`src/rtl/pedestrian_phase_scheduler.sv`:
```
// pedestrian_phase_scheduler
//   Grants one pedestrian crossing at a time, round-robin, between vehicle
//   green intervals. Requests are latched into 'pending' at any time. After
//   MIN_GREEN green cycles, and while start=1, a pending request makes the
//   block ask the traffic controller to stop vehicles (hold_req). Once
//   veh_red confirms, one crossing walks for WALK_TIME cycles. A clearance
//   of CLEAR_TIME cycles follows, and then green resumes. Losing veh_red
//   during WALK/CLEAR aborts the phase and sets a sticky violation flag.
//
// Ports
//   clk         rising-edge clock
//   rst         synchronous reset, active low
//   start       enable; 0 only blocks GREEN->HOLD
//   pedestrian  [3:0] per-crossing request (level or pulse)
//   veh_red     vehicle light is red (from traffic controller)
//   hold_req    request to stop vehicle traffic
//   walk        [3:0] one-hot walk grant
//   served_id   [1:0] most recently granted crossing
//   pending     [3:0] latched, not-yet-served requests
//   violation   sticky: veh_red dropped during WALK or CLEAR
module pedestrian_phase_scheduler #(
    parameter int MIN_GREEN  = 8,
    parameter int WALK_TIME  = 6,
    parameter int CLEAR_TIME = 3
) (
    input  logic       clk,
    input  logic       rst,
    input  logic       start,
    input  logic [3:0] pedestrian,
    input  logic       veh_red,
    output logic       hold_req,
    output logic [3:0] walk,
    output logic [1:0] served_id,
    output logic [3:0] pending,
    output logic       violation
);

    localparam int         NUM_XING   = 4;
    localparam logic [7:0] GREEN_MAX  = 8'(MIN_GREEN);
    localparam logic [7:0] WALK_LAST  = 8'(WALK_TIME - 1);
    localparam logic [7:0] CLEAR_LAST = 8'(CLEAR_TIME - 1);

    typedef enum logic [1:0] {GREEN, HOLD, WALK, CLEAR} state_t;

    state_t     state, state_nx;
    logic [7:0] green_cnt, green_cnt_nx;
    logic [7:0] timer, timer_nx;
    logic [3:0] pending_nx, walk_nx;
    logic [1:0] served_nx;
    logic       hold_nx, viol_nx;

    // Round-robin pick: first pending bit at or after served_id+1, wrapping.
    logic [1:0] winner, idx;
    logic       found;

    always_comb begin
        winner = served_id;
        idx    = '0;
        found  = 1'b0;
        for (int k = 1; k <= NUM_XING; k++) begin
            idx = served_id + 2'(k);
            if (!found && pending[idx]) begin
                winner = idx;
                found  = 1'b1;
            end
        end
    end

    // Next-state and next-output logic; every output is a register loaded
    // from these values.
    always_comb begin
        state_nx     = state;
        green_cnt_nx = green_cnt;
        timer_nx     = timer;
        pending_nx   = pending | pedestrian;
        walk_nx      = walk;
        served_nx    = served_id;
        hold_nx      = hold_req;
        viol_nx      = violation;

        case (state)
            GREEN: begin
                hold_nx = 1'b0;
                walk_nx = '0;
                if (green_cnt == GREEN_MAX && start && pending != '0) begin
                    state_nx = HOLD;
                    hold_nx  = 1'b1;
                end else if (green_cnt != GREEN_MAX) begin
                    green_cnt_nx = green_cnt + 8'd1;
                end
            end
            HOLD: begin
                hold_nx = 1'b1;
                walk_nx = '0;
                if (veh_red) begin
                    state_nx  = WALK;
                    served_nx = winner;
                    walk_nx   = 4'b0001 << winner;
                    // A new request for the winner on this same edge survives.
                    pending_nx = (pending & ~(4'b0001 << winner)) | pedestrian;
                    timer_nx  = '0;
                end
            end
            WALK, CLEAR: begin
                if (!veh_red) begin
                    // Vehicles released under a walk: abort straight to green.
                    viol_nx      = 1'b1;
                    state_nx     = GREEN;
                    walk_nx      = '0;
                    hold_nx      = 1'b0;
                    green_cnt_nx = '0;
                end else if (state == WALK) begin
                    if (timer == WALK_LAST) begin
                        state_nx = CLEAR;
                        walk_nx  = '0;
                        timer_nx = '0;
                    end else begin
                        timer_nx = timer + 8'd1;
                    end
                end else begin
                    if (timer == CLEAR_LAST) begin
                        state_nx     = GREEN;
                        hold_nx      = 1'b0;
                        green_cnt_nx = '0;
                    end else begin
                        timer_nx = timer + 8'd1;
                    end
                end
            end
            default: begin
                state_nx     = GREEN;
                walk_nx      = '0;
                hold_nx      = 1'b0;
                green_cnt_nx = '0;
            end
        endcase
    end

    always_ff @(posedge clk) begin
        if (!rst) begin
            state     <= GREEN;
            green_cnt <= '0;
            timer     <= '0;
            pending   <= '0;
            walk      <= '0;
            served_id <= 2'd3;
            hold_req  <= 1'b0;
            violation <= 1'b0;
        end else begin
            state     <= state_nx;
            green_cnt <= green_cnt_nx;
            timer     <= timer_nx;
            pending   <= pending_nx;
            walk      <= walk_nx;
            served_id <= served_nx;
            hold_req  <= hold_nx;
            violation <= viol_nx;
        end
    end

endmodule

```
`config.mk`:
```
export PLATFORM = sky130hd
export DESIGN_NAME = pedestrian_phase_scheduler
export DESIGN_NICKNAME = d
export VERILOG_FILES = /design/src/rtl/pedestrian_phase_scheduler.sv
export SDC_FILE = /design/constraint.sdc
export NUM_CORES = 1
export LEC_CHECK = 0
export CORE_ASPECT_RATIO = 0.9
export CORE_MARGIN = 2
export CORE_UTILIZATION = 54
export DETAILED_ROUTE_END_ITERATION = 10
export HOLD_SLACK_MARGIN = 0.06
export PLACE_DENSITY = 0.77
export SETUP_SLACK_MARGIN = 0.2
export SYNTH_ARGS = -nofsm -noshare
export SYNTH_HDL_FRONTEND = slang
export SYNTH_SLANG_ARGS = --single-unit
```
`constraint.sdc`:
```
create_clock -name clk -period 2 [get_ports clk]
set_input_delay 0.6 -clock clk [delete_from_list [all_inputs] [get_ports clk]]
set_output_delay 0.6 -clock clk [all_outputs]
set_load 0.05 [all_outputs]
```
# == Yosys cells after proc, flatten, opt, wreduce, memory -nomap -nowiden ==
# Index checks and enable logic that the tools add are counted.
# totals
ff_bits,30
inputBits,8
# op_classes
shift,1
magnitude_cmp,4
bitwise,5
n_addsub,5
eq_ne,19
n_reduce_logical,20
muxes,46
# op_table
cell,n
2-to-1 mux 8 bit,10
case mux 8 bit (2 select lines),2
2-to-1 mux 4 bit,6
2-to-1 mux 2 bit,10
"adder 8 x 1 -> 8 bit, second input constant",2
"inequality test 3 bit, second input constant",5
"less-than comparator 2 x 3 -> 1 bit, second input constant",4
case mux 4 bit (3 select lines),1
2-to-1 mux 1 bit,11
"inequality test 2 bit, second input constant",5
binary-select mux 1 bit (select 2 bit),4
"equality test 8 x 2 -> 1 bit, second input constant",1
"equality test 8 x 3 -> 1 bit, second input constant",1
"equality test 8 x 4 -> 1 bit, second input constant",1
"inequality test 4 bit, second input constant",2
"inequality test 8 x 4 -> 1 bit, second input constant",1
bitwise OR 4 bit,2
AND reduction 2 bit,4
AND reduction 4 bit,2
case mux 2 bit (3 select lines),1
logical AND 1 bit,5
AND reduction 5 bit,1
"adder 2 bit, second input constant",2
AND 4 bit,1
other kinds (12),16

# == Depth between registers and ports, before layout ==
# logic_depth
depth_word,19
ltp_mapped,7
mapped_depth_nobuf,7

# == Least setup slack after synthesis ==
# Ideal clock, no wire load.
# synth_timing
path_type,register to register
start,reg pending[1]
end,reg walk[0]
stages_incl_launch_ff,6
setup_slack_ns,0.264
arrival_time_ns,1.620
synth_period_minus_slack_ns,1.736
path_buffers,0
path_cell_list,dfxtp_1 > nor2b_1 > a21oi_1 > o211ai_1 > nor2_1 > a31o_1
# synth_between
elab_chain_len,15
elab_cells_between_ends,24
# synth_lines
element,line_no,rtl
"start, declared",34,"output logic [3:0] pending,"
"start signal, assigned",153,pending <= pending_nx;
binary-select mux 1 bit (select 2 bit),62,if (!found && pending[idx]) begin
2-to-1 mux 1 bit (implied by the code),62,
2-to-1 mux 1 bit,62,
logical NOT 1 bit,62,
logical AND 1 bit,62,
2-to-1 mux 1 bit,62,
logical NOT 1 bit,62,
logical AND 1 bit,62,
2-to-1 mux 1 bit,62,
logical NOT 1 bit,62,
logical AND 1 bit,62,
2-to-1 mux 2 bit *,62,
left shift 1 x 2 -> 4 bit *,98,walk_nx = 4'b0001 << winner;
2-to-1 mux 4 bit *,95,if (veh_red) begin
case mux 4 bit (3 select lines) *,81,case (state)
"end signal, assigned",154,walk <= walk_nx;
"end, declared",32,"output logic [3:0] walk,"
# Every way passes the cells marked *; elsewhere a longest branch is shown, timed or not. The select of a mux whose other input is x is not followed.
# A chain may end at the register's enable or synchronous reset.

# == Final worst setup path ==
# layout_timing
start,in veh_red
end,reg timer[2]
# layout_between
elab_chain_len,2
elab_cells_between_ends,3
# layout_lines
element,line_no,rtl
"start, declared",30,"input logic veh_red,"
inequality test 2 bit (no line),--,
AND reduction 4 bit (no line) *,--,
"end signal, assigned",152,timer <= timer_nx;
"end, declared",47,"logic [7:0] timer, timer_nx;"
# Every way passes the cells marked *; elsewhere a longest branch is shown, timed or not.

==> results.md <==
* Io pins at 20
* DP Worst Slack at -0.09870 ns
* Share of layout cells above drive strength 1 at 0.3364
* Max-slew headroom at 0.7299
* Final worst slack at 0.2009 ns
* Crit. Startpoint: veh_red
* Most frequent cells in the layout: buf_4, dfxtp_1, nor2_1
* Gate Count Post-Synth at 176
* First-pass iteration count of the detailed router at 4
* Syn Std Cell Area at 0.001539 mm2
* Synth Warn # at 0
* Internal power at 0.8454 mW
* Wire per inst at 13.67 um
* CP Launch Type: primary input
* CTS tree: yes
* Skew-Pair Late Insertion Delay at 0.34 ns
* Routed WL at 3.554 mm
* Max layer used: met4
* Die area at around 0.0033 mm2
* R2R Setup Slk at 0.21 ns
* Post-synth EDFFs at 0
* Initial antenna violation count at 0
* Core area at about 0.0027 mm2
* Overall routing resource usage at 0.2327
* Yosys top cell by area: dfxtp_1
* ANT nets after route at 0
* Die Ht at 54.65 um
* Diodes inserted at 0
* Clock slew at reported path FFs at about 0.090 ns
* Hold WC Path Type: flip-flop to flip-flop
* P_leak at 0.7913 nW
* DRT iter0 DRCs at 87
* Period minus WS final at 1.799 ns
* Max_cap viols at 0
* Vias post-DR at roughly 1.4k
* CTS Buf Count at 5
* Sequential area share after synthesis at 0.3902
* Ys flop type: dfxtp_1
* Clk sinks at 30
* Fill cells at ~220
* Synth top area cells: dfxtp_1, nor2_1, xnor2_1
* Power Total at about 1.2 mW
* Critical path arrival at 2.08 ns
* Largest net degree at the start of global routing at 12
* I/O Buffers at 19
* Synthesized net count at 189
* Reg2reg start: green_cnt[0]
* Cell Rows at 18
* First-pass GRT wire length at 5.457 mm
* Final period utilization at 0.8996
* WL met3 at 155 um
* Commonest non-fill, non-tap cell in the layout: buf_4
* Yosys top cell area share at 0.3902
* Final setup fails at 0
* Fin. Hold Viols at 0
* Sequential Power Share at 0.539
* Fraction of registers with async set/reset at 0
* Clock Root Buffer: clkbuf_4
* PD cells at between 500 and 600 mW/mm2
* Worst-Margin Slew at 0.4039 ns
* Via density at 5.392
* Comb power frac at 0.129
* Status: completed
* Max clock buf depth at 2
* # DRC at 0
* Synth-to-layout area growth at 32.44%
* Crit Path Max Fanout at 5
* # nets final at 232
* Worst r2r dst: state[0]
* Die width at between 60 and 70 um
* NetSw at 0.3099 mW
* Via count of the first global-routing pass at roughly 1.2k
* Total gr overflow at 0
* WP data required at 2.28 ns
* Clock share of power at 0.332
* Met2 WL post-DR at between 1.5 and 2 mm
* H-tree Lvls at 2
* Global placement routability congestion at about 0.77
* Met1 WL at 1.541 mm
* Worst r2r path cells at 7
* Max Slew Vio Count at 0
* Synth unique cells at 44
* Syn avg cell area at around 8.7 um2
* Fmax at ~560 MHz
* CP endpoint: timer[2]
* CP Class: primary input to flip-flop
* Fin Clk Skew at 0.009898 ns
* Hold buffers post-CTS at 0
* Unrepaired setup endpoints after global routing: true
* Worst vdd ir at 0.4517 mV
* CP endpoint kind: flip-flop
* Sw Share at 0.2682
* Dpl hpwl at 2.469 mm
* Synthesized flop and latch total at 30
* Initial core utilization at 0.5647
metal layers:
layer / global-route usage / vias to the layer above
li1: - / 702
met1: 0.2626 / 661
met2: 0.3986 / 33
met3: 0.08511 / 6
met4: 0.09630 / 0
met5: 0 / -
state kept, by name, summed over array words and instances (netlist names):
name	cells
green_cnt	8
hold_req	1
pending	4
served_id	2
state	2
timer	8
violation	1
walk	4
metrics by stage:
step	hold slack, ns	cells	TNS [ns]	instance area, um2	util
floorplan	0.4982	176	0	1539	-
global placement	0.4472	245	-0.2443	1834	0.6731
detailed placement	0.4606	245	-0.6177	1834	0.6731
CTS	0.4818	256	0	1932	0.7089
global route	0.5175	260	0	2038	0.7479
finish	0.4741	260	0	2038	0.7479
power groups by stage:
| stage | Combinational (mW) | Sequential [mW] | Clock, mW |
|---|---|---|---|
| 4_1_cts | 0.134 | 0.625 | 0.395 |
| 2_1_floorplan | 0.0593 | 0.656 | 0 |
| 3_5_place_dp | 0.130 | 0.638 | 0 |
| 6_report | 0.149 | 0.622 | 0.383 |
| 3_3_place_gp | 0.127 | 0.637 | 0 |
| 5_1_grt | 0.164 | 0.625 | 0.419 |
cells by family after synthesis:
family                   share of synthesized area
AND/OR/NAND/NOR                             0.2764
XOR/XNOR                                   0.06829
adder cells (fa/ha/maj)                    0.04065
buffers and inverters                      0.03739
AO/OA/AOI/OAI                               0.1870
flip-flops                                  0.3902
critical path: stages:
cell,delay (ns)
clkdlybuf4s50_1,0.54
o21ai_1,0.16
or2_2,0.32
a211oi_1,0.26
a21oi_1,0.10
nor2_2,0.10
how the worst min path moves through the flow:
stage                 startpoint           end  slack [ns]  depth (start not counted)
finish                 violation     violation        0.47                          1
detailed placement     violation     violation        0.46                          1
global placement       violation     violation        0.45                          1
global route           violation     violation        0.52                          1
floorplan           green_cnt[1]  green_cnt[1]        0.50                          2
CTS                    violation     violation        0.48                          1
cells in the mapped netlist, drive strengths merged, types with 3 or more instances:
cell type / number
dfxtp: 30
nor2: 28
inv: 12
o21ai: 11
nand2: 9
a21oi: 8
xnor2: 8
nor2b: 7
nand3: 6
ha: 5
nor3: 5
xor2: 4
a211oi: 3
a31o: 3
and2: 3
and3: 3
nand4: 3
o211ai: 3
cell type report:
class                      count  area, um2  area share
clock buffer                   7      55.05     0.02701
clock inverter                 1      5.005    0.002455
inverter                      12      47.55     0.02333
multi-input combinational    131      948.4      0.4653
sequential                    30      614.3      0.3014
tap                           40      50.05     0.02455
timing repair buffer          39      317.8      0.1559
timing repair:
item	in CTS	in global routing
pin swaps	2	8
endpoints found under the setup margin	13	20
setup buffers	3	4
endpoints found under the hold margin	0	0
resized for setup	3	26
Power figures use the tool's default switching activity.
